[src/rtl/mem_wb_stage.sv]
// MEM/WB pipeline register and writeback stage: load extraction, writeback mux,
// register-file write port, sticky misaligned-load flag and retired-instruction counter.
module mem_wb_stage #(
    parameter int unsigned CNT_W = 32
) (
    input  logic             clk,
    input  logic             rst_n,
    input  logic             stall,
    input  logic             flush,
    input  logic             mem_valid,
    input  logic             mem_reg_write,
    input  logic [1:0]       mem_wb_sel,
    input  logic [2:0]       mem_load_type,
    input  logic [1:0]       mem_addr_low,
    input  logic [31:0]      mem_read_data,
    input  logic [31:0]      mem_alu_result,
    input  logic [31:0]      mem_link_addr,
    input  logic [4:0]       mem_write_reg,
    output logic             wr_enable3,
    output logic [4:0]       write_addr3,
    output logic [31:0]      write_data3,
    output logic             wb_valid,
    output logic             misaligned,
    output logic [CNT_W-1:0] retired_count
);

    localparam logic [2:0] LdLw  = 3'b000;
    localparam logic [2:0] LdLb  = 3'b001;
    localparam logic [2:0] LdLbu = 3'b010;
    localparam logic [2:0] LdLh  = 3'b011;
    localparam logic [2:0] LdLhu = 3'b100;

    logic [7:0]       byte_sel;
    logic [15:0]      half_sel;
    logic [31:0]      load_data;
    logic             mis_load;
    logic [31:0]      wb_data_d;
    logic             wr_en_d;
    logic             capture;

    logic             wr_en_q;
    logic [4:0]       addr_q;
    logic [31:0]      data_q;
    logic             valid_q;
    logic             mis_q;
    logic [CNT_W-1:0] cnt_q;

    always_comb begin
        unique case (mem_addr_low)
            2'd0:    byte_sel = mem_read_data[7:0];
            2'd1:    byte_sel = mem_read_data[15:8];
            2'd2:    byte_sel = mem_read_data[23:16];
            default: byte_sel = mem_read_data[31:24];
        endcase
        half_sel = mem_addr_low[1] ? mem_read_data[31:16] : mem_read_data[15:0];

        case (mem_load_type)
            LdLb:    load_data = {{24{byte_sel[7]}}, byte_sel};
            LdLbu:   load_data = {24'd0, byte_sel};
            LdLh:    load_data = {{16{half_sel[15]}}, half_sel};
            LdLhu:   load_data = {16'd0, half_sel};
            default: load_data = mem_read_data;
        endcase

        // Byte loads can never be misaligned; unknown types behave as lw.
        mis_load = 1'b0;
        if (mem_wb_sel == 2'b01) begin
            case (mem_load_type)
                LdLb, LdLbu: mis_load = 1'b0;
                LdLh, LdLhu: mis_load = mem_addr_low[0];
                default:     mis_load = (mem_addr_low != 2'd0);
            endcase
        end

        case (mem_wb_sel)
            2'b01:   wb_data_d = load_data;
            2'b10:   wb_data_d = mem_link_addr;
            default: wb_data_d = mem_alu_result;
        endcase

        wr_en_d = mem_valid & mem_reg_write & ~mis_load & (mem_write_reg != 5'd0);
        capture = ~flush & ~stall;
    end

    always_ff @(posedge clk or negedge rst_n) begin
        if (!rst_n) begin
            wr_en_q <= 1'b0;
            addr_q  <= 5'd0;
            data_q  <= 32'd0;
            valid_q <= 1'b0;
            mis_q   <= 1'b0;
            cnt_q   <= '0;
        end else if (flush) begin
            wr_en_q <= 1'b0;
            addr_q  <= 5'd0;
            data_q  <= 32'd0;
            valid_q <= 1'b0;
        end else if (capture) begin
            wr_en_q <= wr_en_d;
            addr_q  <= mem_write_reg;
            data_q  <= wb_data_d;
            valid_q <= mem_valid;
            mis_q   <= mis_q | (mem_valid & mis_load);
            // Retirement is counted once, when the instruction enters WB.
            if (mem_valid && (cnt_q != {CNT_W{1'b1}})) begin
                cnt_q <= cnt_q + {{(CNT_W-1){1'b0}}, 1'b1};
            end
        end
    end

    assign wr_enable3    = wr_en_q;
    assign write_addr3   = addr_q;
    assign write_data3   = data_q;
    assign wb_valid      = valid_q;
    assign misaligned    = mis_q;
    assign retired_count = cnt_q;

endmodule

[config.mk]
export PLATFORM = sky130hd
export DESIGN_NAME = mem_wb_stage
export DESIGN_NICKNAME = d
export VERILOG_FILES = /design/src/rtl/mem_wb_stage.sv
export SDC_FILE = /design/constraint.sdc
export NUM_CORES = 1
export LEC_CHECK = 0
export BUFFER_PORTS_ARGS = -buffer_cell sky130_fd_sc_hd__buf_2
export CAP_MARGIN = 20
export CORE_MARGIN = 5
export CORE_UTILIZATION = 32
export DETAILED_ROUTE_END_ITERATION = 6
export PLACE_DENSITY = 0.66
export SLEW_MARGIN = 25
export SYNTH_ARGS = -nofsm -noshare
export SYNTH_HDL_FRONTEND = slang
export SYNTH_SLANG_ARGS = --single-unit
export TNS_END_PERCENT = 20
[constraint.sdc]
create_clock -name clk -period 3.26 [get_ports clk]
set_clock_uncertainty 0.1 [all_clocks]
set_input_delay 0.163 -clock clk [delete_from_list [all_inputs] [get_ports clk]]
set_output_delay 0.163 -clock clk [all_outputs]
set_load 0.02 [all_outputs]
==> flow_metrics.env, run 1 <==
export IMPL_holdCritPathClass="input pin to register"
export IMPL_power_density_nw_per_um2=463
export IMPL_synth_net_count=554
export IMPL_post_route_min_period_ns=2.16
export IMPL_ys_ff_latch=72
export IMPL_io_pins=186
export IMPL_die_height_microns=127
export IMPL_tns_ns=0
export IMPL_max_freq_ghz=0.463
export IMPL_antenna_cells=0
export IMPL_yosysSeqAreaShare_pct=41.3
export IMPL_cts_buffers=9
export IMPL_antenna_found_initial=1
export IMPL_synth_cell_type_count=54
export IMPL_die_area_sq_um=16100
export IMPL_final_util_pct=44.0
export IMPL_power_frac_clock_pct=39.8
export IMPL_cp_arrival_ns=2.28
export IMPL_area_growth_pct=34.2
export IMPL_finalSetupViolCount=0
export IMPL_pre_cts_ws_ns=1.10
export IMPL_route_detailed_drc=0
export IMPL_irDropWorstVdd_uv=177
export IMPL_wl_per_cell_microns=20.1
export IMPL_pwr_share_comb_pct=22.2
export IMPL_min_path_cells=3
export IMPL_rsz0062_at_grt="false"
export IMPL_crit_type="register to register"
export IMPL_min_period_over_period_pct=66.3
export IMPL_grt_total_usage_pct=19.6
export IMPL_cp_start_kind="register"
export IMPL_firstDrtPassIters=5
export IMPL_regArea_sq_um=1800
export IMPL_synth_async_reset_ratio_pct=100
export IMPL_fin_hold_ws_ns=0.0148
export IMPL_cts_clk_slew_worst_paths_ns=0.06
export IMPL_nFillCells=1295
export IMPL_clockBufferDepth=2
export IMPL_drt_wl_total_mm=16.1
export IMPL_r2r_cells=6
export IMPL_slew_headroom_pct=54.0
export IMPL_synth_edf_count=0
export IMPL_tightestPinTransition_ns=0.690
export IMPL_syn_instance_count=437
export IMPL_p_leak_nw=2.79
export IMPL_worst_path_stages=6
export IMPL_finalHoldViolCount=0
export IMPL_place_port_buffers=185
export IMPL_crit_family="simple AND/OR/NAND/NOR gates"
export IMPL_crit_slowest_cell="nor4_4"
export IMPL_swShare_pct=30.9
export IMPL_finalNetCount=734
export IMPL_p_switching_w=0.000838
export IMPL_cp_end_kind="register"
export IMPL_core_sq_um=13300
export IMPL_grt_pass1_vias=4659
export IMPL_cts_tree="done"
export IMPL_rows=42
export IMPL_hold_start="mem_write_reg[2]"
export IMPL_cp_startpoint="retired_count[21]"
export IMPL_grt_overflow_total=0
export IMPL_start_util_pct=32.8
export IMPL_crit_path_frequent_cell="nand4_1"
export IMPL_slew_viol_final=0
export IMPL_synth_area_sq_um=4360
export IMPL_synth_ff_type="dfrtp_1"
export IMPL_cp_required_ns=3.38
export IMPL_clock_sinks=72
export IMPL_grt_first_pass_wirelength_mm=25.0
export IMPL_cp_cell_sequence="nand4_1 -> nor4_4 -> nand4_1 -> buf_4 -> nand2_1 -> mux2_2"
export IMPL_cts_resized=0
export IMPL_detail_route_antenna_nets=0
export IMPL_syn_mean_instance_area_sq_um=9.98
export IMPL_p_int_w=0.00187
export IMPL_vias_per_cell=5.70
export IMPL_drive_gt1_share_pct=38.7
export IMPL_die_x_microns=127
export IMPL_cts_root_buf="clkbuf_16"
export IMPL_place_gp_congestion=0.947
export IMPL_p_seq_share_pct=38.0
export IMPL_maxCapViolCount=0
export IMPL_h_tree_depth=3
export IMPL_clock_latency_ns=0.34
export IMPL_vias=4548
export IMPL_setup_ws_ns=1.10
export IMPL_status="completed"
export IMPL_multi_input_area_sq_um=2400
export IMPL_r2r_start="retired_count[21]"
export IMPL_grt_max_degree=73
export IMPL_detailed_place_hpwl_mm=12.0
export IMPL_ys_warn_count=0
export IMPL_cp_buffers_inverters=1
export IMPL_cp_max_fo=13
export IMPL_dr_first_iter_drc_count=529
export IMPL_slowest_delay_ns=0.50
path summary, 6_finish.rpt:
path                                      to  slack [ns]
max                         retired_count[1]        1.10
min                           write_addr3[2]        0.01
max reg2reg                 retired_count[1]        1.10
min reg2reg                       misaligned        0.36
max in group asynchronous  retired_count[30]        2.24
min in group asynchronous    write_data3[10]        0.32
tightest hold or removal path, delay by kind of cell:
| family | cells | cell delay [ns] |
|---|---|---|
| mux | 1 | 0.07 |
| buf+inv | 1 | 0.09 |
| simple gates | 1 | 0.08 |
routing by layer:
metal	vias up	share of wire (%)	track usage (%)
li1	2064	-	-
met1	2207	40	25.0
met2	234	48	31.2
met3	43	9.0	4.71
met4	0	3.3	9.59
met5	-	0	0
state kept, by name (all words and copies together), names as in the netlist:
register       flops
write_data3       32
wb_valid           1
retired_count     32
write_addr3        5
wr_enable3         1
misaligned         1
through the flow:
step,power (W),instance area [sq um],std cells
floorplan,0.00137,4360,437
global placement,0.00162,5470,776
detailed placement,0.00164,5470,776
CTS,0.00274,5850,798
global route,0.00284,5850,798
finish,0.00271,5850,798
placed cells by master, fill, tap and decap left out, types with 3 or more instances in the layout:
cell and instances:
buf_2 184, dfrtp_1 72, nand2_1 43, o221ai_1 30
a22oi_1 23, xnor2_1 22, o21ai_0 20, nand3_1 19
a21oi_1 17, o211ai_1 17, nand4_1 13, nor2_1 11
inv_1 10, mux2_2 10, buf_4 10, and3_1 9
clkbuf_16 9, and2_1 8, mux4_2 8, a221o_1 8
a221oi_1 7, xor2_1 6, mux2i_1 6, dlygate4sd3_1 6
and4_1 3, nand2b_1 3, o22ai_1 3, ha_1 3
cells by family after synthesis:
kind of cell / count (synthesis) / share of synthesized area (%)
buffers and inverters: 42 / 3.82
adder cells (fa/ha/maj): 3 / 0.861
AND/OR/NAND/NOR: 125 / 15.7
AO/OA/AOI/OAI: 142 / 24.4
flip-flops: 72 / 41.3
multiplexers: 24 / 8.09
XOR/XNOR: 29 / 5.82
cell usage after synthesis, drive strengths merged, types with 2 or more instances:
| cell | number | area share (%) |
|---|---|---|
| dfrtp | 72 | 41 |
| nand2b | 3 | 0.43 |
| nor2b | 3 | 0.43 |
| mux4 | 8 | 4.1 |
| inv | 10 | 0.86 |
| o221ai | 30 | 6.0 |
| mux2i | 6 | 1.4 |
| nand2 | 43 | 3.7 |
| nor3b | 2 | 0.46 |
| nand4 | 13 | 1.9 |
| mux2 | 10 | 2.6 |
| a21oi | 20 | 2.7 |
| o22ai | 3 | 0.43 |
| and3 | 9 | 1.3 |
| a21o | 2 | 0.34 |
| o21ai | 20 | 2.3 |
| ha | 3 | 0.86 |
| or3b | 2 | 0.46 |
| nor2 | 11 | 0.95 |
| xor2 | 6 | 1.2 |
| a221o | 8 | 1.8 |
| and2 | 8 | 1.1 |
| o211ai | 17 | 2.9 |
| nor4 | 2 | 0.98 |
| o311a | 2 | 0.46 |
| xnor2 | 23 | 4.6 |
| buf | 7 | 0.80 |
| and4 | 3 | 0.60 |
| clkbuf | 25 | 2.2 |
| or4 | 2 | 0.43 |
| a211oi | 3 | 0.63 |
| a221oi | 7 | 1.4 |
| nand3 | 19 | 2.2 |
| a22oi | 23 | 4.0 |
power by group through the flow:
stage,Sequential (W),Clock (W),Combinational (W)
finish,0.00103,0.00108,0.000602
global route,0.00104,0.00115,0.000651
CTS,0.00103,0.00111,0.000602
detailed placement,0.00104,0,0.000594
global placement,0.00104,0,0.000582
floorplan,0.00112,0,0.000250
layout make-up:
type / instances / area share (%)
inverters: 10 / 0.642
flip-flops and latches: 72 / 30.8
well taps: 176 / 3.76
clock buffers: 10 / 3.91
repair buffers: 201 / 18.2
clock inverters: 6 / 1.58
multi-input cells: 323 / 41.1
what timing repair did:
action,in CTS,in global routing
buffers inserted,0,0
hold buffers,6,0
endpoints found under the setup margin,0,0
endpoints found under the hold margin,77,0
Power figures use the tool's default switching activity.
==> run 2, diff against run 1 <==
- PLACE_DENSITY: 0.66 -> 0.69
- clock period: 3.26 -> 1.75 ns (I/O delays scaled with it)
==> flow_metrics.env, run 2 (same netlist as run 1, synthesis figures left out) <==
export IMPL_status="complete, but fails checks"
export IMPL_violations="negative setup slack"
export IMPL_finalHoldViolCount=0
export IMPL_wl_per_cell_microns=19.2
export IMPL_dr_first_iter_drc_count=364
export IMPL_die_height_microns=127
export IMPL_irDropWorstVdd_uv=388
export IMPL_fin_cells=919
export IMPL_rsz0062_at_grt="true"
export IMPL_cp_required_ns=1.86
export IMPL_slew_viol_final=0
export IMPL_cp_buffers_inverters=0
export IMPL_finalNetCount=855
export IMPL_vias_per_cell=5.53
export IMPL_clockBufferDepth=2
export IMPL_area_growth_pct=59.6
export IMPL_maxCapViolCount=0
export IMPL_grt_total_usage_pct=21.9
export IMPL_cts_buffers=9
export IMPL_grt_first_pass_wirelength_mm=28.2
export IMPL_crit_slowest_cell="or4_4"
export IMPL_power_density_nw_per_um2=753
export IMPL_dp_cells=845
export IMPL_finalPower_w=0.00524
export IMPL_final_cell_mix="buf_2, buf_4, dlygate4sd3_1"
export IMPL_nFillCells=1158
export IMPL_io_pins=186
export IMPL_finalSetupViolCount=13
export IMPL_firstDrtPassIters=5
export IMPL_die_x_microns=127
export IMPL_h_tree_depth=3
export IMPL_p_leak_nw=3.34
export IMPL_min_path_cells=3
export IMPL_vias=5085
export IMPL_min_period_over_period_pct=105
export IMPL_cp_cell_sequence="ha_4 -> nand2_4 -> or4_4 -> a21oi_4 -> nand4_1 -> xnor2_1"
export IMPL_p_int_w=0.00362
export IMPL_crit_family="simple AND/OR/NAND/NOR gates"
export IMPL_swShare_pct=30.9
export IMPL_pwr_share_comb_pct=29.1
export IMPL_tightestPinTransition_ns=0.611
export IMPL_drive_gt1_share_pct=45.1
export IMPL_grt_pass1_vias=5293
export IMPL_cts_tree="done"
export IMPL_clock_sinks=72
export IMPL_place_port_buffers=185
export IMPL_cp_arrival_ns=1.95
export IMPL_detail_route_antenna_nets=0
export IMPL_rows=42
export IMPL_r2r_cells=6
export IMPL_post_route_min_period_ns=1.84
export IMPL_route_detailed_drc=0
export IMPL_cts_root_buf="clkbuf_16"
export IMPL_cts_clk_slew_worst_paths_ns=0.06
export IMPL_worst_path_stages=6
export IMPL_die_area_sq_um=16100
export IMPL_final_common_cell="buf_2"
export IMPL_start_util_pct=32.8
export IMPL_cp_start_kind="register"
export IMPL_clock_latency_ns=0.33
export IMPL_grt_max_degree=73
export IMPL_p_switching_w=0.00162
export IMPL_cp_max_fo=7
export IMPL_slowest_delay_ns=0.52
export IMPL_holdCritPathClass="input pin to register"
export IMPL_slew_headroom_pct=59.3
export IMPL_core_sq_um=13300
export IMPL_cp_end_kind="register"
export IMPL_antenna_found_initial=0
export IMPL_max_freq_ghz=0.544
export IMPL_setup_ws_ns=-0.0887
export IMPL_detailed_place_hpwl_mm=13.1
export IMPL_crit_type="register to register"
export IMPL_drt_wl_total_mm=17.7
export IMPL_antenna_cells=0
export IMPL_place_gp_congestion=0.909
export IMPL_power_frac_clock_pct=34.7
export IMPL_p_seq_share_pct=36.2
export IMPL_grt_overflow_total=0
[run 2: cell count changes in the layout (fill, tap and decap cells not counted), moves of 3 or more]
| cell | change |
|---|---|
| buf_4 | +67 |
| dlygate4sd3_1 | +51 |
| dfrtp_1 | -20 |
| dfrtp_2 | +20 |
| buf_12 | +3 |
| clkbuf_1 | +3 |
[run 2: stage by stage]
| step | instance area (sq um) | setup slack, ns | setup TNS (ns) | util (%) | hold slack [ns] |
|---|---|---|---|---|---|
| CTS | 6950 | -0.0752 | -0.542 | 52.3 | 0.000225 |
| finish | 6960 | -0.0887 | -0.771 | 52.3 | 0.00779 |
| floorplan | 4410 | -0.155 | -2.49 | - | -0.308 |
| global placement | 6060 | -0.163 | -1.81 | 45.6 | 0.0387 |
| detailed placement | 6060 | -0.227 | -2.90 | 45.6 | 0.0387 |
| global route | 6960 | -0.171 | -2.25 | 52.3 | 0.00884 |
[run 2: layout make-up]
class | count | area [sq um] | area share, %
clock inverters | 3 | 43.8 | 0.629
inverters | 10 | 37.5 | 0.539
multi-input cells | 323 | 2450 | 35.2
repair buffers | 322 | 2140 | 30.8
clock buffers | 13 | 240 | 3.45
well taps | 176 | 220 | 3.16
flip-flops and latches | 72 | 1830 | 26.3
[run 2: path summary, 6_finish.rpt]
| kind | startpoint | to | slack (ns) |
|---|---|---|---|
| max | retired_count[1] | retired_count[20] | -0.09 |
| min | mem_read_data[31] | write_data3[31] | 0.008 |
| max reg2reg | retired_count[1] | retired_count[20] | -0.09 |
| min reg2reg | misaligned | misaligned | 0.35 |
| max in group asynchronous | rst_n | retired_count[31] | 1.00 |
| min in group asynchronous | rst_n | retired_count[7] | 0.23 |
[run 2: power groups by stage]
stage	sequential, W	clock (W)	combinational (W)
2_1_floorplan	0.00211	0	0.000491
6_report	0.00190	0.00182	0.00153
4_1_cts	0.00189	0.00187	0.00151
3_5_place_dp	0.00192	0	0.00139
5_1_grt	0.00191	0.00195	0.00165
3_3_place_gp	0.00191	0	0.00136
[run 2: tightest hold or removal path, stage by stage]
cell and delay, ns:
buf_2 0.12, o221ai_1 0.11, o211ai_1 0.09
[run 2: what timing repair did]
| action | in CTS | in global routing |
|---|---|---|
| buffers inserted | 1 | 0 |
| resized for setup | 5 | 3 |
| endpoints found under the hold margin | 110 | 0 |
| hold buffers | 57 | 0 |
| pin swaps | 8 | 5 |
| setup endpoints to repair | 19 | 28 |
[run 2: layer usage]
metal / up-vias / track usage [%] / wire, microns / part of all wire (%)
met2: 305 / 36.5 / 8400 / 48
met3: 49 / 5.93 / 1820 / 10
met4: 0 / 8.52 / 532 / 3.0
li1: 2304 / - / - / -
met5: - / 0 / 0 / 0
met1: 2427 / 27.1 / 6930 / 39
==> run 3, diff against run 2 <==
- ABC_AREA: default -> 1
- PLACE_DENSITY: 0.69 -> 0.66
==> flow_metrics.env, run 3 <==
export IMPL_fin_hold_ws_ns=-0.0279
export IMPL_irDropWorstVdd_uv=487
export IMPL_p_leak_nw=4.61
export IMPL_firstDrtPassIters=6
export IMPL_grt_max_degree=33
export IMPL_finalSetupViolCount=0
export IMPL_multi_input_area_sq_um=3290
export IMPL_start_util_pct=32.4
export IMPL_dp_cells=1359
export IMPL_swShare_pct=30.7
export IMPL_finalHoldViolCount=1
export IMPL_finalNetCount=1326
export IMPL_synth_async_reset_ratio_pct=100
export IMPL_synth_edf_count=0
export IMPL_final_util_pct=47.6
export IMPL_crit_type="register to register"
export IMPL_dr_first_iter_drc_count=576
export IMPL_rsz0062_at_grt="true"
export IMPL_final_cell_mix="nand2_1, buf_2, a21oi_1"
export IMPL_cp_required_ns=1.87
export IMPL_core_sq_um=17200
export IMPL_cts_clk_slew_worst_paths_ns=0.06
export IMPL_yosysSeqAreaShare_pct=32.4
export IMPL_vias_per_cell=4.80
export IMPL_area_growth_pct=47.0
export IMPL_pwr_share_comb_pct=26.3
export IMPL_cp_start_kind="register"
export IMPL_power_frac_clock_pct=39.8
export IMPL_die_area_sq_um=20100
export IMPL_grt_first_pass_wirelength_mm=33.6
export IMPL_cp_end_kind="register"
export IMPL_timing_critical_path_to="retired_count[11]"
export IMPL_min_period_over_period_pct=98.8
export IMPL_r2r_slack_ns=0.02
export IMPL_h_tree_depth=3
export IMPL_vias=6908
export IMPL_nFillCells=1809
export IMPL_slew_headroom_pct=74.6
export IMPL_cts_tree="done"
export IMPL_status="complete, but fails checks"
export IMPL_grt_total_usage_pct=20.9
export IMPL_synth_cell_type_count=32
export IMPL_place_gp_congestion=0.988
export IMPL_power_density_nw_per_um2=679
export IMPL_holdCritPathClass="input pin to register"
export IMPL_post_route_min_period_ns=1.73
export IMPL_drive_gt1_share_pct=24.7
export IMPL_maxCapViolCount=0
export IMPL_syn_instance_count=932
export IMPL_final_common_cell="nand2_1"
export IMPL_cp_arrival_ns=1.85
export IMPL_dpl_cell_area_sq_um=7050
export IMPL_fin_cells=1440
export IMPL_synthTopCellsByArea="dfrtp_1, nand2_1, a21oi_1"
export IMPL_slew_viol_final=0
export IMPL_grt_overflow_total=0
export IMPL_p_int_w=0.00385
export IMPL_antenna_found_initial=1
export IMPL_r2r_cells=9
export IMPL_ys_ff_latch=72
export IMPL_p_switching_w=0.00171
export IMPL_synth_top_area_share_pct=32.4
export IMPL_min_path_cells=4
export IMPL_grt_pass1_vias=6528
export IMPL_synth_net_count=1049
export IMPL_cts_buffers=9
export IMPL_regArea_sq_um=1800
export IMPL_rows=48
export IMPL_cp_max_fo=11
export IMPL_detailed_place_hpwl_mm=16.0
export IMPL_cts_root_buf="clkbuf_16"
export IMPL_r2r_end="retired_count[11]"
export IMPL_route_detailed_drc=0
export IMPL_r2r_start="retired_count[0]"
export IMPL_violations="negative hold slack"
export IMPL_die_height_microns=142
export IMPL_synth_ff_type="dfrtp_1"
export IMPL_wl_per_cell_microns=15.1
export IMPL_cp_startpoint="retired_count[0]"
export IMPL_syn_mean_instance_area_sq_um=5.96
export IMPL_detail_route_antenna_nets=0
export IMPL_clock_latency_ns=0.34
export IMPL_synth_top_cell_by_area="dfrtp_1"
export IMPL_drt_wl_total_mm=21.7
export IMPL_fin_area_sq_um=8170
export IMPL_die_x_microns=142
export IMPL_synth_top_cells_by_count="nand2_1, a21oi_1, inv_1"
export IMPL_p_seq_share_pct=33.9
export IMPL_clockBufferDepth=2
export IMPL_io_pins=186
export IMPL_ys_warn_count=0
export IMPL_place_port_buffers=185
export IMPL_clock_sinks=72
export IMPL_synth_most_common_cell="nand2_1"
export IMPL_tightestPinTransition_ns=0.380
export IMPL_synth_area_sq_um=5560
export IMPL_finalPower_w=0.00555
export IMPL_max_freq_ghz=0.578
[run 3: cell count changes after synthesis, sizes merged, moves of 10 or more]
| cell | change |
|---|---|
| xnor2 | -21 |
| nor2 | +56 |
| o211ai | -17 |
| a21oi | +83 |
| nand4 | -10 |
| a22oi | -23 |
| nor3 | +11 |
| inv | +95 |
| mux2 | -10 |
| o221ai | -30 |
| nand2 | +412 |
| nand3 | +18 |
[run 3: layer usage]
layer / vias to the layer above / track usage [%] / wire length (microns)
li1: 3431 / - / -
met3: 60 / 3.67 / 1440
met2: 293 / 34.5 / 10200
met4: 0 / 8.99 / 879
met1: 3124 / 27.0 / 9180
met5: - / 0 / 0
[run 3: logic make-up after synthesis]
group	Yosys count	share of synthesized area, %
fa+ha+maj	3	0.675
flops	72	32.4
buf+inv	142	10.9
xor+xnor	15	2.36
simple gates	581	42.4
compound gates	119	11.2
[run 3: worst max-delay path, cell delays in order (launching register included)]
cell       delay (ns)
dfrtp_2          0.42
ha_4             0.17
nand3_4          0.11
nor2_4           0.14
nand4_4          0.15
nor2_4           0.17
nor2_4           0.06
clkbuf_16        0.18
nand2_1          0.06
nand2_1          0.06
[run 3: final cells by class]
cell class	count	area share (%)
antenna	1	0.0306
clock buffer	12	3.14
clock inverter	4	1.21
inverter	106	4.87
multi-input combinational	719	40.3
sequential	72	22.1
tap	225	3.45
timing repair buffer	301	25.0
[run 3: what timing repair did]
| item | 4_1_cts | 5_1_grt |
|---|---|---|
| gates resized for setup | 0 | 28 |
| hold buffers | 59 | 0 |
| endpoints found under the setup margin | 0 | 46 |
| buffers inserted | 0 | 3 |
| hold endpoints to repair | 104 | 0 |
[run 3: how the worst min path moves through the flow]
stage / from / end / slack, ns
2_1_floorplan: rst_n / misaligned / -0.31
3_3_place_gp: rst_n / write_data3[22] / -0.07
3_5_place_dp: rst_n / write_data3[22] / -0.06
4_1_cts: mem_alu_result[26] / write_data3[26] / 0.0003
5_1_grt: stall / write_addr3[2] / 0.01
6_report: stall / write_addr3[2] / -0.03
[run 3: stage by stage]
stage	setup TNS, ns	setup slack, ns
after floorplan	0	0.00949
after detailed placement	0	0.0342
after CTS	0	0.0216
after global routing	-1.71	-0.0783
final	0	0.0206
after global placement	0	0.0574
[run 3: power by group through the flow]
stage | combinational, W | sequential, W | clock, W
4_1_cts | 0.00141 | 0.00188 | 0.00227
2_1_floorplan | 0.000618 | 0.00205 | 0
5_1_grt | 0.00161 | 0.00190 | 0.00235
6_report | 0.00146 | 0.00188 | 0.00221
3_5_place_dp | 0.00129 | 0.00191 | 0
3_3_place_gp | 0.00129 | 0.00191 | 0
